$ cat config.mk
export PLATFORM = sky130hd
export DESIGN_NAME = gpio_input_conditioner
export DESIGN_NICKNAME = d
export VERILOG_FILES = /design/src/rtl/gpio_input_conditioner.sv
export SDC_FILE = /design/constraint.sdc
export NUM_CORES = 1
export LEC_CHECK = 0
export CAP_MARGIN = 10
export CORE_MARGIN = 2
export CORE_UTILIZATION = 39
export DETAILED_ROUTE_END_ITERATION = 7
export PLACE_DENSITY = 0.64
export SLEW_MARGIN = 20
export SYNTH_ARGS = -nofsm -noshare
export SYNTH_HDL_FRONTEND = slang
export SYNTH_SLANG_ARGS = --single-unit
$ cat constraint.sdc
create_clock -name clk -period 7.4 [get_ports clk]
set_input_delay 1.11 -clock clk [delete_from_list [all_inputs] [get_ports clk]]
set_output_delay 1.11 -clock clk [all_outputs]
set_load 0.03 [all_outputs]
$ cat src/rtl/gpio_input_conditioner.sv
// Board KEY/SW conditioner: 2-FF sync, tick-based debounce, polarity fix, rise/fall/change pulses; no backpressure.
// Pin-to-clean_out latency (STABLE_TICKS-1)*TICK_CYCLES+3 .. STABLE_TICKS*TICK_CYCLES+3; sticky edge_latch with GPIO_COND_LATCH_EN.
`timescale 1ns/1ps
module gpio_input_conditioner #(
   parameter int             W            = 22,
   parameter logic [W-1:0]   INV_MASK     = 22'h00000F,
   parameter int             TICK_CYCLES  = 50000,
   parameter int             STABLE_TICKS = 10
) (
   input  logic         clk,
   input  logic         reset_n,
   input  logic [W-1:0] raw_in,
   output logic [W-1:0] clean_out,
   output logic [W-1:0] rise_pulse,
   output logic [W-1:0] fall_pulse,
   output logic         any_change,
   input  logic [W-1:0] latch_clr,
   output logic [W-1:0] edge_latch
);

   localparam int PW = $clog2(TICK_CYCLES + 1);
   localparam int CW = $clog2(STABLE_TICKS + 1);

   logic [PW-1:0]         presc;
   logic                  tick;
   logic [W-1:0]          s1, s2;
   logic [W-1:0]          state, state_nxt;
   logic [W-1:0][CW-1:0]  cnt, cnt_nxt;
   logic [W-1:0]          clean_nxt, rise_nxt, fall_nxt;

   assign tick = (presc == PW'(TICK_CYCLES - 1));

   always_ff @(posedge clk or negedge reset_n) begin
      if (!reset_n) begin
         presc <= '0;
      end else if (tick) begin
         presc <= '0;
      end else begin
         presc <= presc + PW'(1);
      end
   end

   // Any cycle where the synced pin agrees with the accepted level restarts the count,
   // so a glitch shorter than a tick period can never be accepted.
   always_comb begin
      state_nxt = state;
      cnt_nxt   = cnt;
      for (int i = 0; i < W; i++) begin
         if (s2[i] == state[i]) begin
            cnt_nxt[i] = '0;
         end else if (tick) begin
            if (cnt[i] == CW'(STABLE_TICKS - 1)) begin
               state_nxt[i] = s2[i];
               cnt_nxt[i]   = '0;
            end else begin
               cnt_nxt[i] = cnt[i] + CW'(1);
            end
         end
      end
   end

   assign clean_nxt = state_nxt ^ INV_MASK;
   assign rise_nxt  = clean_nxt & ~clean_out;
   assign fall_nxt  = ~clean_nxt & clean_out;

   always_ff @(posedge clk or negedge reset_n) begin
      if (!reset_n) begin
         s1         <= INV_MASK;
         s2         <= INV_MASK;
         state      <= INV_MASK;
         cnt        <= '0;
         clean_out  <= '0;
         rise_pulse <= '0;
         fall_pulse <= '0;
         any_change <= 1'b0;
      end else begin
         s1         <= raw_in;
         s2         <= s1;
         state      <= state_nxt;
         cnt        <= cnt_nxt;
         clean_out  <= clean_nxt;
         rise_pulse <= rise_nxt;
         fall_pulse <= fall_nxt;
         any_change <= |(rise_nxt | fall_nxt);
      end
   end

`ifdef GPIO_COND_LATCH_EN
   // A pulse in the same cycle as a clear keeps the flag set.
   always_ff @(posedge clk or negedge reset_n) begin
      if (!reset_n) begin
         edge_latch <= '0;
      end else begin
         edge_latch <= (edge_latch & ~latch_clr) | rise_pulse | fall_pulse;
      end
   end
`else
   logic unused_latch_clr;
   assign unused_latch_clr = ^latch_clr;
   assign edge_latch       = '0;
`endif

endmodule
==> summary.txt, run 1 <==
Outcome
  • Status: finished, final reports clean

Synth
  • Synth top area share: 0.507
  • Synth async-reset ratio: 1.00
  • Most common flop cell mapped by yosys: dfrtp_1
  • Synth Cell Area: 0.0102 mm2
  • Post-synth EDFFs: 0
  • Most common cell in the netlist: dfrtp_1
  • Most common library cells after synthesis: dfrtp_1, nand2_1, ha_1, inv_1, a21oi_1
  • Synth Warn #: 0
  • Synthesized area per cell: 11.4 um2
  • Post-synthesis register bit count: 219
  • Synth area leaders: dfrtp_1, ha_1, nand2_1
  • Leading area contributor after synthesis: dfrtp_1
  • Gate Count Post-Synth: 896
  • Sequential area share after synthesis: 0.538
  • Synth cell types: 38

Timing
  • Fin. Hold Viols: 0
  • Slew Viols, Final: 0
  • Clock Skews: 13.4 ps
  • Final setup violation count: 0
  • Slew HR: 0.321
  • Tcrit/Tclk final: 0.521
  • Period minus WS final: 3850 ps
  • TNS Setup: 0 ps
  • Slew of the pin with the lowest slew margin: 1020 ps
  • Fmax: 259 MHz
  • RSZ-0062 raised after global routing: false

Placed design
  • IO Port Bufs: 90
  • DP HPWL: 11900 um
  • Final GP Congestion: 0.760

Critical path
  • Critical path arrival: 4230 ps
  • Crit path max fanout: 35
  • Critical Path Source: presc[10]$_DFF_PN0_
  • Worst EP required: 7770 ps
  • Worst Setup Path Type: flop to flop
  • RR Startpoint: presc[10]$_DFF_PN0_
  • CP startpoint kind: flop
  • Crit. End Element: flop

Global routing
  • Layer with the highest usage: met2
  • Met2 GRT Util: 0.219
  • GR Util met3: 0.0274
  • Gr usage total: 0.137
  • GR Layer Usage met1: 0.189
  • Largest net degree at the start of global routing: 111
  • Total gr overflow: 0
  • Initial antenna violation count: 0
  • Vias in the first global route: 6387
  • First-pass GRT wire length: 31900 um

Clock network
  • TritonCTS clock tree: done
  • Hold_buf cts: 0
  • Clk root buf: clkbuf_16
  • Bufs on Longest Clock Path: 3
  • CTS clk-pin slew, worst paths: 60 ps
  • Postcts setup bufs: 0
  • Clk_lat worst skew: 520 ps
  • # resized after CTS: 0
  • CTS Buf Count: 25
  • Sink Count: 219
  • H-Tree Depth: 1

Job
  • Maxcap violations: 0

Hold path
  • Hold Path Class: flop to flop
  • Min-delay src: s1[5]$_DFF_PN0_

Drt
  • Vias per cell: 4.99
  • Routed wire length: 18800 um
  • WL per Instance: 14.2 um
  • ANT nets after route: 0
  • Pre-Repair DR Iteration Count: 4
  • DRT iter0 DRCs: 353
  • DR DRC count: 0
  • Via Count: 6641

Die
  • Top-level port count: 135
  • Die X: 166 um
  • Die area: 0.0275 mm2
  • Starting Density: 0.395
  • Placeable Area: 0.0259 mm2
  • Number of placement rows: 59
  • Die Ht: 166 um

Cells and area
  • Final core occ: 0.471
  • Share of cells above drive strength 1: 0.113
  • Area grow syn2layout: 19.3%
  • Nets: 1108
  • Diodes inserted: 0

Pwr
  • Pwr/cell area: 217 mW/mm2
  • Peak VDD IR: 0.208 mV
  • Post-layout total power: 2.65 mW
  • Leakage power: 5.38 nW
[cells by family (layout without fill, tap and decap cells)]
group,after synthesis,count (layout),share of synthesized area
flops,219,219,0.538
other cells,1,22,0.000367
fa+ha+maj,85,85,0.104
buf+inv,130,208,0.0649
xor+xnor,38,38,0.0326
mux,44,44,0.0458
compound gates,149,149,0.0961
simple gates,230,230,0.119
[through the flow]
| step | area, um2 | hold WS (ps) | cells | setup slack (ps) |
|---|---|---|---|---|
| after floorplan | 10300 | 331 | 917 | 4390 |
| after global placement | 11300 | 332 | 1285 | 3570 |
| after detailed placement | 11300 | 335 | 1285 | 3550 |
| after CTS | 12200 | 349 | 1330 | 3520 |
| after global routing | 12200 | 353 | 1330 | 3330 |
| final | 12200 | 346 | 1330 | 3550 |
[routing by layer]
layer  vias to the layer above  part of all wire
li1                       3245                 -
met2                       123              0.45
met1                      3246              0.48
met4                         0             0.019
met5                         -                 0
met3                        27             0.049
[state kept, by name, indices dropped and copies added (netlist names)]
name / cells
s2: 22
presc: 16
fall_pulse: 22
clean_out: 5
any_change: 1
s1: 22
rise_pulse: 22
cnt: 88
state: 21
[power by group]
part / switching, mW / internal [mW] / leakage, nW
clock network: 0.486 / 0.885 / 0.462
registers: 0.00731 / 1.21 / 2.90
logic: 0.0466 / 0.0159 / 2.02
[placed cells by master (no fill, tap or decap), types with 5 or more instances in the layout]
cell type	synthesis	layout
mux2i_1	22	22
nand4_1	12	12
xnor2_1	33	33
bufinv_16	0	6
nand4b_1	13	13
dfrtp_1	207	207
inv_1	68	68
clkbuf_8	0	6
xor2_1	5	5
dfstp_2	12	12
clkbuf_16	0	25
o21ai_0	22	22
ha_1	85	85
nor2_1	32	32
clkinv_2	0	6
a31o_2	20	20
clkdlybuf4s50_1	0	89
mux2_2	22	22
nand3_1	8	8
a21oi_1	64	64
a311oi_1	20	20
buf_4	40	5
or3_1	40	40
conb_1	1	22
nand2_1	89	89
a41oi_1	22	22
or4_1	10	10
[cell type report]
type	instances	area, um2
repair buffers	95	943
clock inverters	12	210
fillers	2329	13700
clock buffers	33	716
flip-flops and latches	219	5500
multi-input cells	568	4160
inverters	68	255
well taps	335	419
[final timing paths]
| kind | endpoint | slack, ps | cells past startpoint |
|---|---|---|---|
| worst min-delay path | s2[5]$_DFF_PN0_ | 350 | 0 |
| worst max register to register | any_change$_DFF_PN0_ | 3550 | 9 |
| worst min register to register | s2[5]$_DFF_PN0_ | 350 | 0 |
| max in group asynchronous | presc[12]$_DFF_PN0_ | 5520 | 2 |
| min in group asynchronous | rise_pulse[8]$_DFF_PN0_ | 580 | 1 |
| worst max-delay path | any_change$_DFF_PN0_ | 3550 | 9 |
[critical path, cell delays in order (launching register included)]
cell	delay, ps
dfrtp_1	420
or4b_1	670
nor4_4	310
buf_4	480
nand3_1	220
mux2_2	340
ha_1	280
nand4_1	170
nor4_1	660
nand4_1	160
Note: power is estimated with default switching activity, not from simulation.
==> run 2, diff against run 1 <==
==> constraint.sdc (replaced) <==
create_clock -name clk -period 3.7 [get_ports clk]
set_input_delay 0.555 -clock clk [delete_from_list [all_inputs] [get_ports clk]]
set_output_delay 0.555 -clock clk [all_outputs]
set_load 0.03 [all_outputs]
==> summary.txt, run 2 (synthesis results as in run 1) <==
Global routing
  • Gr usage total: 0.137 (about the same)
  • Vias in the first global route: 6302 (-1.3%)
  • Total gr overflow: 0 (unchanged)
  • Largest net degree at the start of global routing: 111 (unchanged)
  • First-pass GRT wire length: 31900 um (+0.11%)
  • Initial antenna violation count: 1 (+1)

Die
  • Die X: 166 um (unchanged)
  • Top-level port count: 135 (unchanged)
  • Die Ht: 166 um (unchanged)
  • Die area: 0.0275 mm2 (unchanged)
  • Placeable Area: 0.0259 mm2 (unchanged)
  • Number of placement rows: 59 (unchanged)
  • Starting Density: 0.395 (unchanged)

Drt
  • WL per Instance: 14.1 um (-0.21%)
  • DR DRC count: 0 (unchanged)
  • DRT iter0 DRCs: 343 (-2.8%)
  • ANT nets after route: 0 (unchanged)
  • Via Count: 6701 (+0.90%)
  • Routed wire length: 18900 um (+0.24%)
  • Vias per cell: 5.02 (+0.45%)
  • Pre-Repair DR Iteration Count: 4 (unchanged)

Clock network
  • Postcts setup bufs: 0 (unchanged)
  • Clk_lat worst skew: 520 ps (about the same)
  • Sink Count: 219 (unchanged)
  • TritonCTS clock tree: done
  • CTS Buf Count: 26 (+4.0%)
  • Bufs on Longest Clock Path: 3 (unchanged)
  • # resized after CTS: 0 (unchanged)
  • CTS clk-pin slew, worst paths: 60 ps (about the same)
  • Clk root buf: clkbuf_16
  • H-Tree Depth: 1 (unchanged)

Cells and area
  • Final Instance Area: 0.0122 mm2 (+0.14%)
  • Max reg flops: 88 (unchanged)
  • Reg with most FFs: cnt
  • Most common cell after layout, fill and taps aside: dfrtp_1
  • Fin cells: 1336 (+0.45%)
  • Fill cells: 2340 (+0.47%)
  • Share of cells above drive strength 1: 0.116 (+0.00332)
  • Commonest non-fill, non-tap cells in the layout: dfrtp_1, nand2_1, clkdlybuf4s50_1, ha_1, inv_1
  • Nets: 1113 (+0.45%)
  • Diodes inserted: 0 (unchanged)
  • Area grow syn2layout: 19.5%

Placed design
  • Placed cells: 1288 (+0.23%)
  • Post-DP Area: 0.0113 mm2 (+0.53%)
  • Final GP Congestion: 0.748 (-1.6%)
  • IO Port Bufs: 90 (unchanged)
  • DP HPWL: 12100 um (+1.6%)

Pwr
  • Pwr/cell area: 419 mW/mm2 (+93%)
  • Peak VDD IR: 0.371 mV (+78%)
  • Post-layout total power: 5.12 mW (+93%)
  • Sw Pwr: 1.09 mW (+100%)
  • Leakage power: 5.38 nW (about the same)
  • Combinational power share: 0.025 (about the same)
  • Power share of the clock group: 0.498 (-0.019)
  • Pint: 4.03 mW (+91%)
  • Sequential group share of total power: 0.476 (+0.016)
  • Switching Fraction: 0.214 (+0.0101)

Hold path
  • Hold Path Class: flop to flop

Critical path
  • Crit path max fanout: 20 (-43%)
  • Critical path arrival: 3770 ps (-460 ps)
  • Worst Setup Path Type: flop to flop
  • CP startpoint kind: flop
  • Crit. End Element: flop
  • Worst EP required: 4090 ps (-3680 ps)

Timing
  • Final setup violation count: 0 (unchanged)
  • TNS Setup: 0 ps (unchanged)
  • RSZ-0062 raised after global routing: false
  • Period minus WS final: 3370 ps (-480 ps)
  • Hold slack: 345 ps (-1.01 ps)
  • Slew of the pin with the lowest slew margin: 1000 ps (-18.6 ps)
  • Clock Skews: 10.1 ps (-3.31 ps)
  • Slew Viols, Final: 0 (unchanged)
  • Fin. Hold Viols: 0 (unchanged)
  • Fmax: 296 MHz (+14%)
  • Slew HR: 0.333 (+0.0124)
  • Tcrit/Tclk final: 0.912 (+0.391)

Job
  • Maxcap violations: 0 (unchanged)

Outcome
  • Status: finished, final reports clean
-- run 2: path summary, 6_finish.rpt --
kind | startpoint | endpoint | slack [ps] | cells after the start
max | presc[10]$_DFF_PN0_ | any_change$_DFF_PN0_ | 330 | 10
min | s1[5]$_DFF_PN0_ | s2[5]$_DFF_PN0_ | 340 | 0
max reg2reg | presc[10]$_DFF_PN0_ | any_change$_DFF_PN0_ | 330 | 10
min reg2reg | s1[5]$_DFF_PN0_ | s2[5]$_DFF_PN0_ | 340 | 0
max in group asynchronous | reset_n | state[2]$_DFF_PN1_ | 2290 | 3
min in group asynchronous | reset_n | fall_pulse[8]$_DFF_PN0_ | 570 | 2
-- run 2: power groups by stage --
stage          Combinational [mW]  Clock (mW)  Sequential, mW
3_3_place_gp                0.133           0            2.48
4_1_cts                     0.134        2.64            2.44
5_1_grt                     0.146        2.74            2.44
6_report                    0.130        2.55            2.44
3_5_place_dp                0.133           0            2.48
2_1_floorplan              0.0655           0            2.48
-- run 2: timing repair --
action / in CTS / in global routing
hold endpoints to repair: 5 / 0
setup endpoints to repair: 0 / 0
hold buffers: 1 / 0
-- run 2: per-stage QoR --
stage | worst slack [ps] | util
after floorplan | 693 | -
after global placement | 367 | 0.437
after detailed placement | 361 | 0.437
after CTS | 308 | 0.471
after global routing | 184 | 0.471
final | 326 | 0.471
-- run 2: metal layers --
layer | up-vias | track usage | share of wire
li1 | 3260 | - | -
met1 | 3280 | 0.199 | 0.49
met2 | 134 | 0.213 | 0.45
met3 | 27 | 0.0236 | 0.049
met4 | 0 | 0.0352 | 0.018
met5 | - | 0 | 0
-- run 2: final cells by class --
cell class | count | area (um2) | area share
clock buffers | 35 | 756 | 0.0619
clock inverters | 12 | 118 | 0.00963
inverters | 68 | 255 | 0.0209
multi-input cells | 568 | 4160 | 0.341
flip-flops and latches | 219 | 5500 | 0.450
well taps | 335 | 419 | 0.0343
repair buffers | 99 | 1010 | 0.0830
-- run 2: worst max-delay path, stage by stage (launching register included) --
cell and delay, ps:
dfrtp_1 410, or4b_1 670, nor4_4 420, buf_12 210, nand3_1 130, mux2_2 320, ha_1 280, nand4_1 180
nor4_1 350, buf_4 170, nand4_1 80
==> run 3, diff against run 2 <==
--- a/config.mk
+++ b/config.mk
@@ -8,6 +8,7 @@
 export CAP_MARGIN = 10
 export CORE_MARGIN = 2
 export CORE_UTILIZATION = 39
+export CTS_BUF_LIST = sky130_fd_sc_hd__clkbuf_16
 export DETAILED_ROUTE_END_ITERATION = 7
 export PLACE_DENSITY = 0.64
 export SLEW_MARGIN = 20
==> summary.txt, run 3 (synthesis results as in run 1) <==
Outcome
  • Status: finished, final reports clean

Placed design
  • Final GP Congestion: 0.748 (unchanged)
  • IO Port Bufs: 90 (unchanged)
  • Placement Setup Slack: 361 ps (unchanged)
  • DP HPWL: 12100 um (unchanged)

Cells and area
  • Area grow syn2layout: 19.0%
  • Most common cell after layout, fill and taps aside: dfrtp_1
  • Commonest non-fill, non-tap cells in the layout: dfrtp_1, nand2_1, clkdlybuf4s50_1, ha_1, inv_1
  • Nets: 1113 (unchanged)
  • Reg with most FFs: cnt
  • Share of cells above drive strength 1: 0.111 (-0.00500)
  • Max reg flops: 88 (unchanged)
  • Diodes inserted: 0 (unchanged)

Clock network
  • CTS Buf Count: 26 (unchanged)
  • Bufs on Longest Clock Path: 3 (unchanged)
  • CTS clk-pin slew, worst paths: 60 ps (about the same)
  • H-Tree Depth: 1 (unchanged)
  • Clk_lat worst skew: 520 ps (about the same)
  • TritonCTS clock tree: done
  • # resized after CTS: 0 (unchanged)
  • Clk root buf: clkbuf_16
  • Sink Count: 219 (unchanged)

Timing
  • Slew HR: 0.335 (+0.00144)
  • Fmax: 297 MHz (+0.30%)
  • Slew Viols, Final: 0 (unchanged)
  • Final setup violation count: 0 (unchanged)
  • Period minus WS final: 3360 ps (-10.2 ps)
  • TNS Setup: 0 ps (unchanged)
  • RSZ-0062 raised after global routing: false
  • Setup WS post-layout: 336 ps (+10.2 ps)
  • Tcrit/Tclk final: 0.909 (-0.00275)
  • Clock Skews: 10.2 ps (+0.0835 ps)
  • Fin. Hold Viols: 0 (unchanged)
  • Slew of the pin with the lowest slew margin: 998 ps (-2.16 ps)

Hold path
  • Worst hold path depth: 0 (unchanged)
  • Hold EP: s2[5]$_DFF_PN0_
  • Hold Path Class: flop to flop
  • Min-delay src: s1[5]$_DFF_PN0_

Global routing
  • Total gr overflow: 0 (unchanged)
  • First-pass GRT wire length: 31800 um (-0.15%)
  • Largest net degree at the start of global routing: 111 (unchanged)
  • Gr usage total: 0.137 (-0.000206)
  • Vias in the first global route: 6294 (-0.13%)
  • Initial antenna violation count: 1 (unchanged)

Critical path
  • RR Endpoint: any_change$_DFF_PN0_
  • Critical path arrival: 3760 ps (about the same)
  • Worst Setup Path Type: flop to flop
  • RR Startpoint: presc[10]$_DFF_PN0_
  • Worst EP required: 4090 ps (about the same)
  • R2R cell count: 10 (unchanged)
  • Crit. End Element: flop
  • Crit path max fanout: 20 (unchanged)
  • CP startpoint kind: flop
  • Reg2reg setup slack: 340 ps (about the same)

Drt
  • Routed wire length: 18800 um (-0.17%)
  • ANT nets after route: 0 (unchanged)
  • Pre-Repair DR Iteration Count: 4 (unchanged)
  • Via Count: 6673 (-0.42%)
  • Vias per cell: 4.99 (-0.42%)
  • DRT iter0 DRCs: 345 (+0.58%)
  • WL per Instance: 14.1 um (-0.17%)
  • DR DRC count: 0 (unchanged)

Pwr
  • Pwr/cell area: 411 mW/mm2 (-1.9%)
  • Peak VDD IR: 0.371 mV (+0.20%)
  • Leakage power: 5.37 nW (-0.29%)

Die
  • Top-level port count: 135 (unchanged)
  • Number of placement rows: 59 (unchanged)
  • Die area: 0.0275 mm2 (unchanged)
  • Placeable Area: 0.0259 mm2 (unchanged)
  • Die X: 166 um (unchanged)
  • Die Ht: 166 um (unchanged)
  • Starting Density: 0.395 (unchanged)

Job
  • Maxcap violations: 0 (unchanged)
[run 3: changes by cell type in the layout (fill, tap and decap cells not counted)]
cell / change
clkbuf_1: -3
clkbuf_8: -5
clkinv_1: +5
inv_1: +3
[run 3: worst max path at each step]
stage / startpoint / to / slack, ps / depth (start not counted)
final: presc[10]$_DFF_PN0_ / any_change$_DFF_PN0_ / 340 / 10
after global routing: presc[10]$_DFF_PN0_ / any_change$_DFF_PN0_ / 190 / 10
after CTS: presc[10]$_DFF_PN0_ / any_change$_DFF_PN0_ / 310 / 10
after detailed placement: presc[10]$_DFF_PN0_ / any_change$_DFF_PN0_ / 360 / 10
after global placement: presc[7]$_DFF_PN0_ / any_change$_DFF_PN0_ / 370 / 10
after floorplan: presc[7]$_DFF_PN0_ / any_change$_DFF_PN0_ / 690 / 10
[run 3: layout make-up]
type	count	area, um2
Clock buffer	27	676
Clock inverter	20	148
Fill cell	2351	13700
Inverter	68	255
Multi-Input combinational cell	568	4160
Sequential cell	219	5500
Tap cell	335	419
Timing Repair Buffer	99	1010
[run 3: critical path, cell delays in order, from the launching register on]
cell and delay [ps]:
dfrtp_1 410, or4b_1 670, nor4_4 420, buf_12 210, nand3_1 130, mux2_2 320
ha_1 280, nand4_1 180, nor4_1 350, buf_4 170, nand4_1 80
[run 3: report_power, final]
group | total, mW | switching, mW | internal, mW
Sequential | 2.44 | 0.0153 | 2.42
Clock | 2.43 | 0.977 | 1.45
Combinational | 0.129 | 0.0939 | 0.0355
[run 3: metrics by stage]
| step | cells | power (mW) | hold slack (ps) | util | cell area [um2] |
|---|---|---|---|---|---|
| after floorplan | 917 | 2.54 | 259 | - | 10300 |
| after global placement | 1288 | 2.61 | 332 | 0.437 | 11300 |
| after detailed placement | 1288 | 2.62 | 335 | 0.437 | 11300 |
| after CTS | 1336 | 5.09 | 347 | 0.470 | 12200 |
| after global routing | 1336 | 5.21 | 348 | 0.470 | 12200 |
| final | 1336 | 5.00 | 345 | 0.470 | 12200 |
[run 3: timing repair]
item	4_1_cts	5_1_grt
setup buffers	0	0
endpoints found under the hold margin	5	0
hold buffers	1	0
[run 3: layer usage]
layer,part of all wire,global-route usage,up-vias
met4,0.017,0.0348,0
met2,0.45,0.213,130
met3,0.050,0.0236,24
li1,-,-,3256
met1,0.48,0.198,3263
met5,0,0,-
